===== src/rtl/hazard_u.sv =====
// -----------------------------------------------------------------------------
// hazard_u -- load-use hazard detection unit for an in-order RV32I pipeline.
//
// Purpose:
//   Detects the case where the instruction in ID reads a register that the
//   load currently in EX will write. When that happens, the PC and the IF/ID
//   register are held for one cycle, and a bubble is sent into ID/EX.
//   The detection path is purely combinational, with zero-cycle latency.
//
// Ports:
//   clk          in   1   rising-edge clock (only used by the stall counter)
//   rst          in   1   synchronous, active-high reset
//   R_d          in   5   destination register of the EX-stage instruction
//   MemRead      in   1   EX-stage instruction is a load
//   Instruction  in  32   raw instruction in the ID stage
//   SignalPC     out  1   1 = stall: hold PC
//   IFID_Hold    out  1   1 = hold IF/ID (same as SignalPC)
//   CtrlBubble   out  1   1 = zero ID/EX control (same as SignalPC)
//   StallCount   out 16   saturating stall-cycle count (HAZARD_STATS_EN only)
//
// Configuration:
//   HAZARD_STATS_EN -- when defined, adds the StallCount port and its
//                      saturating counter. Nothing else changes.
// -----------------------------------------------------------------------------
module hazard_u (
  input  logic        clk,
  input  logic        rst,
  input  logic [4:0]  R_d,
  input  logic        MemRead,
  input  logic [31:0] Instruction,
  output logic        SignalPC,
  output logic        IFID_Hold,
  output logic        CtrlBubble
`ifdef HAZARD_STATS_EN
  ,
  output logic [15:0] StallCount
`endif
);

  // Opcodes that read source registers.
  localparam logic [6:0] OP_RTYPE  = 7'b0110011;
  localparam logic [6:0] OP_IALU   = 7'b0010011;
  localparam logic [6:0] OP_LOAD   = 7'b0000011;
  localparam logic [6:0] OP_STORE  = 7'b0100011;
  localparam logic [6:0] OP_BRANCH = 7'b1100011;
  localparam logic [6:0] OP_JALR   = 7'b1100111;

  logic [6:0] w_opcode;
  logic [4:0] w_rs1;
  logic [4:0] w_rs2;
  logic       w_rs1_used;
  logic       w_rs2_used;
  logic       w_hazard;
  logic       w_stall;

  assign w_opcode = Instruction[6:0];
  assign w_rs1    = Instruction[19:15];
  assign w_rs2    = Instruction[24:20];

  // The funct/rd/immediate bits do not matter for hazard detection.
  logic w_unused_instr;
  assign w_unused_instr = ^{Instruction[31:25], Instruction[14:7]};

  // Decode which source fields the opcode actually reads. A field that is
  // not read must never cause a stall, even when its bits match R_d.
  always_comb begin
    w_rs1_used = 1'b0;
    w_rs2_used = 1'b0;
    case (w_opcode)
      OP_RTYPE, OP_STORE, OP_BRANCH: begin
        w_rs1_used = 1'b1;
        w_rs2_used = 1'b1;
      end
      OP_IALU, OP_LOAD, OP_JALR: begin
        w_rs1_used = 1'b1;
        w_rs2_used = 1'b0;
      end
      default: begin
        w_rs1_used = 1'b0;
        w_rs2_used = 1'b0;
      end
    endcase
  end

  // Load-use match. x0 is never a real dependency. The OR means that
  // rs1==rs2==R_d still gives a single stall.
  always_comb begin
    w_hazard = 1'b0;
    if (MemRead && (R_d != 5'd0)) begin
      w_hazard = (w_rs1_used && (w_rs1 == R_d)) ||
                 (w_rs2_used && (w_rs2 == R_d));
    end else begin
      w_hazard = 1'b0;
    end
  end

  // Reset masks the stall combinationally. No stall state is kept: the
  // bubble reaches EX with MemRead=0, and that ends the stall on its own.
  always_comb begin
    w_stall = 1'b0;
    if (rst) begin
      w_stall = 1'b0;
    end else begin
      w_stall = w_hazard;
    end
  end

  assign SignalPC   = w_stall;
  assign IFID_Hold  = w_stall;
  assign CtrlBubble = w_stall;

`ifdef HAZARD_STATS_EN
  logic [15:0] r_stall_count;

  // Saturating count of stall cycles, cleared by reset.
  always_ff @(posedge clk) begin
    if (rst) begin
      r_stall_count <= 16'h0000;
    end else if (w_stall && (r_stall_count != 16'hFFFF)) begin
      r_stall_count <= r_stall_count + 16'h0001;
    end else begin
      r_stall_count <= r_stall_count;
    end
  end

  assign StallCount = r_stall_count;
`else
  // Without the counter there is no clocked logic, so clk is not used.
  logic w_unused_clk;
  assign w_unused_clk = clk;
`endif

endmodule


===== config.mk =====
export PLATFORM = sky130hd
export DESIGN_NAME = hazard_u
export DESIGN_NICKNAME = d
export VERILOG_FILES = /design/src/rtl/hazard_u.sv
export SDC_FILE = /design/constraint.sdc
export NUM_CORES = 1
export LEC_CHECK = 0
export CAP_MARGIN = 20
export CORE_AREA = 2 2 39 41
export DETAILED_ROUTE_END_ITERATION = 16
export DIE_AREA = 0 0 41 43
export GPL_ROUTABILITY_DRIVEN = 0
export GPL_TIMING_DRIVEN = 0
export PLACE_DENSITY_LB_ADDON = 0.12
export RECOVER_POWER = 100
export SYNTH_ARGS = -nofsm -noshare
export SYNTH_HDL_FRONTEND = slang
export SYNTH_SLANG_ARGS = --single-unit

===== constraint.sdc =====
create_clock -name vclk -period 2.6
set_input_delay 0.65 -clock vclk [all_inputs]
set_output_delay 0.65 -clock vclk [all_outputs]
set_load 0.02 [all_outputs]

==> impl_summary.md <==
Finish
The net count of the finished layout is 94. In the layout the commonest cells are 8 x xor2_1, 8 x dlygate4sd2_1, 6 x clkdlybuf4s50_1, 4 x clkbuf_2. From synthesis to final layout, the design area changed by 149%. The number of inserted filler cells in the final layout is 160.

The final core utilization is 0.356. There are 0 flip-flops and latches. The count of antenna diodes in the layout is 0.

Summing all flip-flop and latch instances after layout gives 0 µm². The share of post-route cells with drive strength above 1 is 0.327. The final cell count without fillers is 68. The multi-input combinational cell area is 209 µm². After routing the design area is 493 µm².

The layout has 0 clock buffers.

Worst setup path
The beginning of the critical path is MemRead. Along the worst path, the maximum fanout reaches 3. Counting both buffers and inverters, the worst setup path holds a total of 3. On the worst path, the slowest cell contributes a delay of 0.46 ns. The slowest cell on the critical path is clkdlybuf4s50_1. The critical path is of the primary input to output pin type. The critical path goes through clkdlybuf4s50_1 > nand4b_1 > nor3_2 > o21ai_2 > a21oi_2 > buf_4 > buf_6.

The startpoint class of the critical path is a primary input. Data arrives at the worst endpoint at 1.83 ns. The cell family with the largest share of critical-path delay is buffers and inverters. The total stage count of the critical path is 7. The worst setup path is captured at an output pin.

For the worst setup path, the data required time is 1.95 ns.

Floorplan
For this configuration, the core starts out at a cell density of 0.143. The boundary pin count is 43. From bottom edge to top edge, the die measures 43 µm.

The die covers 1760 µm². The number of rows in the core area is 14. The core region is 1380 µm². The horizontal die dimension is 41 µm.

Synth
Counting every instance in the synthesized netlist gives 25. The share of synthesized area in the top cell type comes to 0.399. The proportion of synthesized chip area in sequential cells is 0.

The net count after synthesis is 65. The post-synthesis cell area is 198 µm². The total of warnings raised by yosys is 0.

The largest total area in the synthesized netlist belongs to xor2_1. In this run, distinct cell masters in the synthesized netlist total 14. The average footprint of a synthesized cell is 7.91 µm².

Ranked by total cell area, the synthesized netlist is headed by xor2_1 40%, a2111oi_4 14%, buf_4 7.6%.

Detailed routing
Wires add up to 578 µm. The DRC violation count after routing is 0. The post-detailed-route count of antenna-violating nets is 0. For this run, the detailed router's first-pass iteration total came to 1. The detailed router finished its first iteration with 0 violations. The post-detailed-route via-to-cell ratio is 3.93. Dividing the detail-routed wire length by the instance count gives 8.50 µm.

Detailed routing inserted a total of 267 vias.

STA
Based on the critical path, the design can be clocked at up to 403 MHz. The post-route worst setup slack is 0.117 ns. The fraction of the cycle the final worst path needs is 0.955. The setup violation total in the final timing report is 0. The remaining max-slew budget at the tightest pin is 0.832. The final hold violation count is 0. For the final routed database, the setup TNS stands at 0 ns.

Across all hold checks on the routed design, the worst slack comes to 1.75 ns. Setup repair after global routing left no endpoint under its margin. For the pin with the worst max-slew slack, the measured transition is 0.250 ns.

The minimum clock period after layout is 2.48 ns. The number of max-slew violations in the final report is 0.

Pwr
Power comes to 0.0547 mW. The areal power density over the cells is 111 nW/µm². Across the VDD grid, the largest voltage drop is 33.5 µV. Summed over all cells, the static leakage comes to 0.223 nW.

GRT
The initial antenna violation count is 0. The via count of the first global-routing pass came to 248. In the global route stage, overall resource usage came out at 0.0670. The final global-route overflow total is 0.

The pin count of the biggest net entering global routing is 4. The first global-routing pass estimated 897 µm of wire.

Clock tree
The count of hold buffers inserted by post-cts repair is 0.

Run
The max-cap violation count is 0.

Outcome
The run finished with clean final reports.

Min path
The startpoint identified for the worst hold timing path is Instruction[2]. The hold path depth is 5. The path class of the tightest hold or removal check is primary input to output pin.

Placement
In this run the cell area measured after placement is 488 µm². The number of input and output port buffers inserted is 27. The post-placement setup slack is -0.813 ns. The number of placed instances, taps included, is 68.
repair_timing:
| item | CTS | global route |
|---|---|---|
| setup buffers | 0 | 0 |
| gates resized for setup | 38 | 16 |
| pin swaps | 5 | 7 |
| hold endpoints to repair | 0 | 0 |
| gates cloned | 0 | 0 |
| setup endpoints to repair | 3 | 3 |
cell type report:
| class | instances | share of cell area |
|---|---|---|
| Buffer | 2 | 0.0305 |
| Inverter | 1 | 0.00761 |
| Multi-Input combinational cell | 22 | 0.424 |
| Tap cell | 16 | 0.0406 |
| Timing Repair Buffer | 27 | 0.497 |
cell usage after synthesis:
library cell,instances
nand4b_1,1
nor3_1,1
or4_1,1
nand2_1,1
xnor2_1,1
nor2b_1,1
buf_4,2
xor2_1,9
a21oi_1,1
nor4_1,2
o21ai_0,2
inv_1,1
a2111oi_4,1
nand3_1,1
layer usage:
metal | part of all wire | wire (µm) | track usage
met4 | 0 | 0 | 0
met3 | 0.11 | 63 | 0.00524
met2 | 0.50 | 287 | 0.119
met5 | 0 | 0 | 0
met1 | 0.39 | 227 | 0.0889
power by group:
part / switching [mW] / internal [mW] / leakage (nW)
sequential: 0 / 0 / 0
clock: 0 / 0 / 0
combinational: 0.0209 / 0.0338 / 0.223
worst paths after layout:
| path | to | slack [ns] |
|---|---|---|
| max | IFID_Hold | 0.12 |
| min | CtrlBubble | 1.75 |
cell families (layout without fill, tap and decap cells):
logic type,after synthesis,in the layout,synth area share
XOR/XNOR,10,10,0.443
AO/OA/AOI/OAI,4,4,0.215
buffers and inverters,3,30,0.0949
AND/OR/NAND/NOR,8,8,0.247
(Power assumes the default switching activity.)
